### src/rtl/debug_sequencer.sv
// Debug command sequencer: decodes single-byte UART commands to load instruction
// memory, run or single-step the MIPS pipeline, and report cycle count and halt.
module debug_sequencer #(
  parameter int NB_MEM_WIDTH = 8,
  parameter int NB_ADDR      = 32,
  parameter int IMEM_BYTES   = 256,
  parameter int NB_COUNT     = 32
) (
  input  logic                    i_clock,
  input  logic                    i_reset_n,
  input  logic [NB_MEM_WIDTH-1:0] i_rx_data,
  input  logic                    i_rx_valid,
  input  logic                    i_halt,
  output logic                    o_pc_enable,
  output logic                    o_read_enable,
  output logic                    o_control_unit_enable,
  output logic                    o_pc_reset,
  output logic                    o_ID_stage_reset,
  output logic                    o_write_enable,
  output logic [NB_MEM_WIDTH-1:0] o_write_data,
  output logic [NB_ADDR-1:0]      o_write_addr,
  output logic [NB_COUNT-1:0]     o_cycle_count,
  output logic                    o_done,
  output logic                    o_cmd_error
);

  typedef enum logic [2:0] {
    ST_IDLE,
    ST_LEN_LO,
    ST_LEN_HI,
    ST_LOAD,
    ST_RUN,
    ST_STEP_WAIT,
    ST_STEP_EXEC,
    ST_DONE
  } state_t;

  localparam logic [NB_MEM_WIDTH-1:0] CMD_LOAD  = NB_MEM_WIDTH'(8'h4C);
  localparam logic [NB_MEM_WIDTH-1:0] CMD_CONT  = NB_MEM_WIDTH'(8'h43);
  localparam logic [NB_MEM_WIDTH-1:0] CMD_STEP  = NB_MEM_WIDTH'(8'h53);
  localparam logic [NB_MEM_WIDTH-1:0] CMD_NEXT  = NB_MEM_WIDTH'(8'h4E);
  localparam logic [NB_MEM_WIDTH-1:0] CMD_RESET = NB_MEM_WIDTH'(8'h52);
  localparam logic [NB_ADDR-1:0]      IMEM_LIMIT = NB_ADDR'(IMEM_BYTES);

  state_t                  state_q, state_d;
  logic [7:0]              len_lo_q, len_lo_d;
  logic [15:0]             remain_q, remain_d;
  logic [NB_ADDR-1:0]      addr_q, addr_d;
  logic                    wr_en_q, wr_en_d;
  logic [NB_MEM_WIDTH-1:0] wr_data_q, wr_data_d;
  logic [NB_ADDR-1:0]      wr_addr_q, wr_addr_d;
  logic [NB_COUNT-1:0]     count_q, count_d;
  logic                    err_q, err_d;
  logic                    en_q, en_d;
  logic                    pipe_rst_q, pipe_rst_d;
  logic                    done_q, done_d;

  always_comb begin
    state_d   = state_q;
    len_lo_d  = len_lo_q;
    remain_d  = remain_q;
    addr_d    = addr_q;
    wr_en_d   = 1'b0;
    wr_data_d = wr_data_q;
    wr_addr_d = wr_addr_q;
    count_d   = count_q;
    err_d     = 1'b0;

    case (state_q)
      ST_IDLE: begin
        if (i_rx_valid) begin
          if (i_rx_data == CMD_LOAD) begin
            state_d = ST_LEN_LO;
          end else if (i_rx_data == CMD_CONT) begin
            state_d = ST_RUN;
            count_d = '0;
          end else if (i_rx_data == CMD_STEP) begin
            state_d = ST_STEP_WAIT;
            count_d = '0;
          end else begin
            err_d = 1'b1;
          end
        end
      end
      ST_LEN_LO: begin
        if (i_rx_valid) begin
          len_lo_d = i_rx_data[7:0];
          state_d  = ST_LEN_HI;
        end
      end
      ST_LEN_HI: begin
        if (i_rx_valid) begin
          if ({i_rx_data[7:0], len_lo_q} == 16'd0) begin
            state_d = ST_IDLE;
          end else begin
            state_d  = ST_LOAD;
            remain_d = {i_rx_data[7:0], len_lo_q};
            addr_d   = '0;
          end
        end
      end
      ST_LOAD: begin
        // Every byte is payload here; bytes past the memory end are dropped and
        // flagged once, when the address first reaches the limit.
        if (i_rx_valid) begin
          if (addr_q < IMEM_LIMIT) begin
            wr_en_d   = 1'b1;
            wr_data_d = i_rx_data;
            wr_addr_d = addr_q;
          end else if (addr_q == IMEM_LIMIT) begin
            err_d = 1'b1;
          end
          addr_d   = addr_q + NB_ADDR'(1);
          remain_d = remain_q - 16'd1;
          if (remain_q == 16'd1) begin
            state_d = ST_IDLE;
          end
        end
      end
      ST_RUN: begin
        count_d = count_q + NB_COUNT'(1);
        if (i_rx_valid && (i_rx_data == CMD_RESET)) begin
          state_d = ST_IDLE;
        end else begin
          err_d = i_rx_valid;
          if (i_halt) begin
            state_d = ST_DONE;
          end
        end
      end
      ST_STEP_WAIT: begin
        if (i_rx_valid) begin
          if (i_rx_data == CMD_NEXT) begin
            state_d = ST_STEP_EXEC;
          end else if (i_rx_data == CMD_RESET) begin
            state_d = ST_IDLE;
          end else begin
            err_d = 1'b1;
          end
        end
      end
      ST_STEP_EXEC: begin
        count_d = count_q + NB_COUNT'(1);
        err_d   = i_rx_valid;
        state_d = i_halt ? ST_DONE : ST_STEP_WAIT;
      end
      ST_DONE: begin
        if (i_rx_valid) begin
          if (i_rx_data == CMD_RESET) begin
            state_d = ST_IDLE;
          end else begin
            err_d = 1'b1;
          end
        end
      end
      default: state_d = ST_IDLE;
    endcase

    // Status outputs are decoded from the next state so they line up with it.
    en_d       = (state_d == ST_RUN) || (state_d == ST_STEP_EXEC);
    pipe_rst_d = (state_d == ST_IDLE) || (state_d == ST_LEN_LO) ||
                 (state_d == ST_LEN_HI) || (state_d == ST_LOAD);
    done_d     = (state_d == ST_DONE);
  end

  always_ff @(posedge i_clock or negedge i_reset_n) begin
    if (!i_reset_n) begin
      state_q    <= ST_IDLE;
      len_lo_q   <= '0;
      remain_q   <= '0;
      addr_q     <= '0;
      wr_en_q    <= 1'b0;
      wr_data_q  <= '0;
      wr_addr_q  <= '0;
      count_q    <= '0;
      err_q      <= 1'b0;
      en_q       <= 1'b0;
      pipe_rst_q <= 1'b1;
      done_q     <= 1'b0;
    end else begin
      state_q    <= state_d;
      len_lo_q   <= len_lo_d;
      remain_q   <= remain_d;
      addr_q     <= addr_d;
      wr_en_q    <= wr_en_d;
      wr_data_q  <= wr_data_d;
      wr_addr_q  <= wr_addr_d;
      count_q    <= count_d;
      err_q      <= err_d;
      en_q       <= en_d;
      pipe_rst_q <= pipe_rst_d;
      done_q     <= done_d;
    end
  end

  assign o_pc_enable           = en_q;
  assign o_read_enable         = en_q;
  assign o_control_unit_enable = en_q;
  assign o_pc_reset            = pipe_rst_q;
  assign o_ID_stage_reset      = pipe_rst_q;
  assign o_write_enable        = wr_en_q;
  assign o_write_data          = wr_data_q;
  assign o_write_addr          = wr_addr_q;
  assign o_cycle_count         = count_q;
  assign o_done                = done_q;
  assign o_cmd_error           = err_q;

endmodule

### config.mk
export PLATFORM = sky130hd
export DESIGN_NAME = debug_sequencer
export DESIGN_NICKNAME = d
export VERILOG_FILES = /design/src/rtl/debug_sequencer.sv
export SDC_FILE = /design/constraint.sdc
export NUM_CORES = 1
export LEC_CHECK = 0
export CORE_MARGIN = 3
export CORE_UTILIZATION = 56
export DETAILED_ROUTE_END_ITERATION = 6
export HOLD_SLACK_MARGIN = 0.15
export PLACE_DENSITY = 0.78
export SETUP_SLACK_MARGIN = 0.15
export SYNTH_ARGS = -nofsm -noshare
export SYNTH_HDL_FRONTEND = slang
export SYNTH_SLANG_ARGS = --single-unit
export TNS_END_PERCENT = 5
### constraint.sdc
create_clock -name i_clock -period 2.9 [get_ports i_clock]
set_input_delay 0.29 -clock i_clock [delete_from_list [all_inputs] [get_ports i_clock]]
set_output_delay 0.29 -clock i_clock [all_outputs]
set_load 0.05 [all_outputs]
==> metrics.csv, run 1 <==
stage,metric,value,unit
outcome,status,"complete, no violations",
floorplanning,die_w,117,microns
power_and_ir_drop,p_comb_frac,0.354,
timing,finalSetupViolCount,0,
critical_path,cp_num_buf_inv,1,
power_and_ir_drop,p_int,0.00452,W
critical_path,cp_data_arrival_time,2.65,ns
placed_design,port_buffers,91,
placed_design,dp_cells,954,
critical_path,crit_family,simple AND/OR/NAND/NOR gates,
finish,nets,827,
power_and_ir_drop,finalPower,0.00743,W
clock_network,cts_tree,yes,
finish,drive_gt1_frac,0.133,
synthesis,ys_ff_latch,136,
synthesis,synth_edf_count,0,
placed_design,dp_hpwl,11600,microns
synthesis,syn_area,6920,sq um
floorplanning,dieArea,13700,sq um
detailed_routing,num_vias,6042,
critical_path,crit_chain,clkdlybuf4s50_1 > or4_4 > o31ai_4 > nand4_1 > or3_1 > a21oi_1,
synthesis,synth.area.top_cells,"dfrtp_1 (49%), o21ai_0 (4.3%), mux2_2 (3.9%), a21oi_1 (3.3%), nor2_1 (3.0%)",
run,cap_violations,0,
clock_network,cts.sinks,136,
floorplanning,core,11800,sq um
timing,hold_viol_final,0,
clock_network,worstSkewPairLatency,0.42,ns
clock_network,cts-root-buf,clkbuf_16,
synthesis,yosysSeqAreaShare,0.492,
critical_path,worstPathRequired,3.25,ns
finish,final_common_cell,dfrtp_1,
finish,finish.utilization,0.735,
synthesis,synth-main-ff-cell,dfrtp_1,
floorplanning,core.rowCount,39,
power_and_ir_drop,p_switching,0.00292,W
detailed_routing,drc,0,
clock_network,postCtsSetupBuffers,0,
critical_path,crit_path_start_kind,primary input,
placed_design,place_congestion,0.957,
synthesis,ys_types,66,
grt,grt_pass1_wl,28500,microns
detailed_routing,drt-total-wl,17100,microns
power_and_ir_drop,switching_share,0.392,
timing,layout_worst_path_cycle_share,0.792,
power_and_ir_drop,seq_power_share,0.371,
timing,max_clock_freq,0.435,GHz
synthesis,syn_avg_cell_area,9.72,sq um
clock_network,cts_hold_buf,1,
timing,tightest_slew,0.705,ns
clock_network,clk_pin_slew,0.06,ns
worst_hold_path,worstHoldPathType,primary input to asynchronous set/reset pin,
timing,slew_headroom,0.518,
detailed_routing,drt_iter0_drc,523,
synthesis,syn_nets,729,
finish,instances_no_fill,986,
power_and_ir_drop,power_density,860,nW/um^2
clock_network,cts-htree-levels,4,
detailed_routing,firstDrtPassIters,5,
clock_network,numCtsBuffers,17,
synthesis,syn_inst,712,
detailed_routing,ant_nets,0,
detailed_routing,vias_per_cell,6.13,
floorplanning,boundaryPins,92,
finish,syn_to_final_growth,24.9,%
critical_path,crit_fanout,8,
power_and_ir_drop,leakage,3.54,nW
timing,fin_skew,0.00510,ns
timing,rsz0062_at_grt,no,
power_and_ir_drop,vdd_drop_max,0.633,mV
timing,layout_min_cycle_time,2.30,ns
clock_network,clk_path_buf_depth,2,
power_and_ir_drop,p_clk_frac,0.276,
critical_path,crit_cells,6,
grt,gr-total-overflow,0,
critical_path,reg2regPathDepth,7,
grt,grtUsageTotal,0.263,
critical_path,endpoint_kind,register,
synthesis,yosysWarnings,0,
clock_network,ctsResizeCount,0,
synthesis,synthArstFlopShare,1.00,
synthesis,yosysTopAreaCell,dfrtp_1,
grt,antenna_found_initial,0,
floorplanning,die_height,117,microns
critical_path,cpPeakStageDelay,0.63,ns
floorplanning,initial_core_util,0.589,
timing,fin_setup_tns,0,ns
critical_path,timing_worst_setup_path_type,primary input to register,
detailed_routing,routedWlPerCell,17.3,microns
synthesis,yosysTopAreaCellShare,0.488,
critical_path,cp_slowest_cell,or4_4,
grt,grt_max_degree,59,
grt,grt_pass1_vias,5795,
timing,slew_viol_final,0,
finish,n_antenna_cell,0,
finish,final_cell_mix,"dfrtp_1 (135), clkdlybuf4s50_1 (90), o21ai_0 (59)",
[synth_stat cells (4+ instances only)]
cell type    n
a2111oi_0    7
a211oi_1    13
a21oi_1     46
a22oi_1      6
a31oi_1      6
and3_1       4
buf_2       10
buf_4        6
buf_6        4
clkbuf_1    20
dfrtp_1    135
ha_1         5
inv_1       24
mux2_2      24
nand2_1     49
nand3_1     31
nand4_1     21
nand4b_1     5
nor2_1      55
nor2b_1     28
nor3_1      15
nor4_1      16
nor4b_1      4
o21ai_0     59
o22ai_1      4
o31ai_1      6
or2_2        9
or3_1       15
or4_1        7
xnor2_1     19
xor2_1      10
[metal layers]
metal  track usage  wire length [microns]
met1         0.349                   7030
met2         0.426                   8610
met3        0.0509                   1110
met4         0.108                    361
met5             0                      0
[worst reg2reg max path, cell delays in order, from the launching register on]
cell and delay [ns]:
dfrtp_1 0.40, inv_1 0.13, ha_1 0.20, or3b_2 0.51
or2_2 0.34, nor4_1 0.30, o21ai_0 0.14, o2bb2ai_1 0.14
[final timing paths]
check                            startpoint           endpoint  slack (ns)
max in group asynchronous         i_reset_n   o_ID_stage_reset        1.67
setup / recovery               i_rx_data[5]  o_cycle_count[31]        0.60
min in group i_clock       o_write_addr[15]   o_write_addr[15]        0.50
hold / removal                    i_reset_n         addr_q[14]        0.41
setup reg to reg                remain_q[0]       remain_q[12]        0.62
hold reg to reg            o_write_addr[15]   o_write_addr[15]        0.50
[registers in the layout (all words and copies together), names as in the netlist]
| name | flops |
|---|---|
| addr_q | 32 |
| o_cycle_count | 32 |
| o_write_addr | 32 |
| remain_q | 16 |
| len_lo_q | 8 |
| o_write_data | 8 |
| state_q | 3 |
| o_ID_stage_reset | 1 |
| o_cmd_error | 1 |
| o_control_unit_enable | 1 |
| o_done | 1 |
| o_write_enable | 1 |
[stage by stage]
| stage | area [sq um] | setup slack, ns | hold WS (ns) |
|---|---|---|---|
| floorplan | 6920 | 0.596 | -0.00559 |
| global placement | 8070 | 0.253 | 0.290 |
| detailed placement | 8070 | 0.170 | 0.298 |
| CTS | 8640 | 0.603 | 0.428 |
| global route | 8640 | 0.424 | 0.455 |
| finish | 8640 | 0.602 | 0.407 |
[layout make-up]
class                   instances  area [sq um]
repair buffers                120          1160
well taps                     164           205
flip-flops and latches        136          3400
inverters                      24          90.1
clock inverters                 8          70.1
clock buffers                  23           498
multi-input cells             511          3220
fillers                       832          3120
[logic make-up (layout without fill, tap and decap cells)]
kind of cell | count (synthesis) | after routing | share of synthesized area
DFF | 136 | 136 | 0.492
buffers and inverters | 65 | 175 | 0.0448
muxes | 24 | 24 | 0.0390
adders and majority gates | 5 | 5 | 0.00904
xor gates and xnor gates | 29 | 29 | 0.0367
AOI/OAI and AO/OA | 170 | 170 | 0.151
and+or+nand+nor | 283 | 283 | 0.227
[power groups by stage]
stage	Sequential (W)	Clock, W	Combinational, W
3_5_place_dp	0.00277	0	0.00260
3_3_place_gp	0.00275	0	0.00255
6_report	0.00275	0.00205	0.00263
2_1_floorplan	0.00335	0	0.00113
4_1_cts	0.00274	0.00207	0.00263
5_1_grt	0.00281	0.00215	0.00283
Power figures use the tool's default switching activity.
==> run 2: changes to the inputs <==
Clock period 2.9 ns to 2.32 ns, I/O delays scaled along.
==> run 2 against run 1 <==
Effect of this change: setup slack got worse by 0.42 ns; worst hold slack got worse by 0.10 ns; highest routed layer unchanged; utilization increased by 3.0 points; sequential share of layout area is 1.5 points lower; clock skew up 0.0017 ns; sequential cell count is the same.
==> metrics.csv, run 2 (synthesis gave the netlist of run 1 again) <==
stage,metric,value,unit
outcome,status,"complete, no violations",
power_and_ir_drop,p_comb_frac,0.368,
clock_network,numCtsBuffers,17,
finish,final_common_cell,dfrtp_1,
floorplanning,core.rowCount,39,
power_and_ir_drop,seq_power_share,0.367,
floorplanning,dieArea,13700,sq um
placed_design,dp_slack,-0.164,ns
detailed_routing,num_vias,6220,
timing,slew_viol_final,0,
critical_path,crit_fanout,12,
clock_network,cts.sinks,136,
critical_path,cp_data_arrival_time,2.50,ns
run,cap_violations,0,
clock_network,cts-htree-levels,4,
clock_network,worstSkewPairLatency,0.44,ns
detailed_routing,drt-total-wl,18400,microns
timing,finalSetupViolCount,0,
power_and_ir_drop,power_density,1050,nW/um^2
finish,drive_gt1_frac,0.186,
critical_path,endpoint_kind,register,
placed_design,port_buffers,91,
detailed_routing,firstDrtPassIters,7,
power_and_ir_drop,p_int,0.00556,W
detailed_routing,drt_iter0_drc,745,
clock_network,cts_tree,yes,
finish,nets,866,
clock_network,clk_pin_slew,0.06,ns
placed_design,dp_hpwl,12600,microns
grt,grt_pass1_wl,29900,microns
finish,final_cell_mix,"dfrtp_1 (129), clkdlybuf4s50_1 (90), buf_4 (60)",
detailed_routing,ant_nets,0,
finish,syn_to_final_growth,30.0,%
timing,layout_worst_path_cycle_share,0.923,
timing,layout_min_cycle_time,2.14,ns
worst_hold_path,worstHoldPathType,primary input to asynchronous set/reset pin,
floorplanning,initial_core_util,0.589,
floorplanning,die_height,117,microns
clock_network,cts-root-buf,clkbuf_16,
detailed_routing,routedWlPerCell,17.9,microns
timing,rsz0062_at_grt,yes,
timing,tightest_slew,0.593,ns
critical_path,crit_path_start_kind,register,
grt,gr-total-overflow,0,
critical_path,timing_worst_setup_path_type,register to register,
critical_path,worstPathRequired,2.67,ns
power_and_ir_drop,switching_share,0.411,
detailed_routing,vias_per_cell,6.06,
grt,grtUsageTotal,0.279,
power_and_ir_drop,leakage,3.71,nW
critical_path,reg2regPathDepth,5,
power_and_ir_drop,p_switching,0.00388,W
grt,grt_max_degree,55,
grt,grt_pass1_vias,6034,
finish,n_antenna_cell,0,
power_and_ir_drop,vdd_drop_max,0.757,mV
timing,hold_viol_final,0,
placed_design,place_congestion,0.919,
grt,antenna_found_initial,0,
power_and_ir_drop,p_clk_frac,0.265,
clock_network,clk_path_buf_depth,2,
floorplanning,core,11800,sq um
timing,setup_ws,0.179,ns
detailed_routing,drc,0,
timing,max_clock_freq,0.467,GHz
floorplanning,boundaryPins,92,
timing,fin_skew,0.00684,ns
floorplanning,die_w,117,microns
finish,num-fill-cells,792,
timing,fin_setup_tns,0,ns
timing,slew_headroom,0.601,
==> run 2: area by class of cell <==
type	instances	area, sq um	area share
timing repair buffer	159	1500	0.166
sequential	136	3410	0.379
multi-input combinational	511	3250	0.361
clock buffer	17	425	0.0473
tap	164	205	0.0228
clock inverter	15	120	0.0133
inverter	24	90.1	0.0100
==> run 2: worst paths after layout <==
check,start,endpoint,slack [ns]
max,addr_q[7],addr_q[26],0.18
min,i_reset_n,addr_q[15],0.31
max reg2reg,addr_q[7],addr_q[26],0.18
min reg2reg,o_write_data[3],o_write_data[3],0.50
max in group asynchronous,i_reset_n,addr_q[0],1.17
min in group i_clock,i_halt,state_q[1],0.49
==> run 2: through the flow <==
step / utilization / hold WS, ns / cell area [sq um] / instances / total power, W
2_1_floorplan: - / -0.0636 / 6930 / 712 / 0.00560
3_3_place_gp: 0.711 / 0.220 / 8360 / 988 / 0.00672
3_5_place_dp: 0.711 / 0.225 / 8360 / 988 / 0.00685
4_1_cts: 0.759 / 0.342 / 8920 / 1021 / 0.00938
5_1_grt: 0.765 / 0.357 / 9000 / 1026 / 0.00991
6_report: 0.765 / 0.307 / 9000 / 1026 / 0.00944
==> run 2: timing repair <==
| action | 4_1_cts | 5_1_grt |
|---|---|---|
| setup endpoints to repair | 4 | 32 |
| setup buffers | 0 | 5 |
| gates resized for setup | 1 | 13 |
| pin swaps | 0 | 2 |
| endpoints found under the hold margin | 51 | 0 |
| hold buffers | 1 | 0 |
==> run 2: routing by layer <==
| layer | track usage | share of wire |
|---|---|---|
| met5 | 0 | 0 |
| met4 | 0.103 | 0.021 |
| met3 | 0.0776 | 0.066 |
| met2 | 0.452 | 0.51 |
| met1 | 0.360 | 0.40 |
==> run 2: power groups by stage <==
| stage | clock network (W) | logic, W | registers [W] |
|---|---|---|---|
| after floorplan | 0 | 0.00141 | 0.00419 |
| after global placement | 0 | 0.00329 | 0.00344 |
| after detailed placement | 0 | 0.00337 | 0.00348 |
| after CTS | 0.00253 | 0.00341 | 0.00345 |
| after global routing | 0.00266 | 0.00371 | 0.00354 |
| final | 0.00250 | 0.00348 | 0.00346 |
==> run 2: worst max-delay path, stage by stage, from the launching register on <==
cell and delay (ns):
dfrtp_2 0.43, nand4_1 0.17, or2_2 0.43, a2111o_1 0.50, or3_1 0.36, a21oi_1 0.17
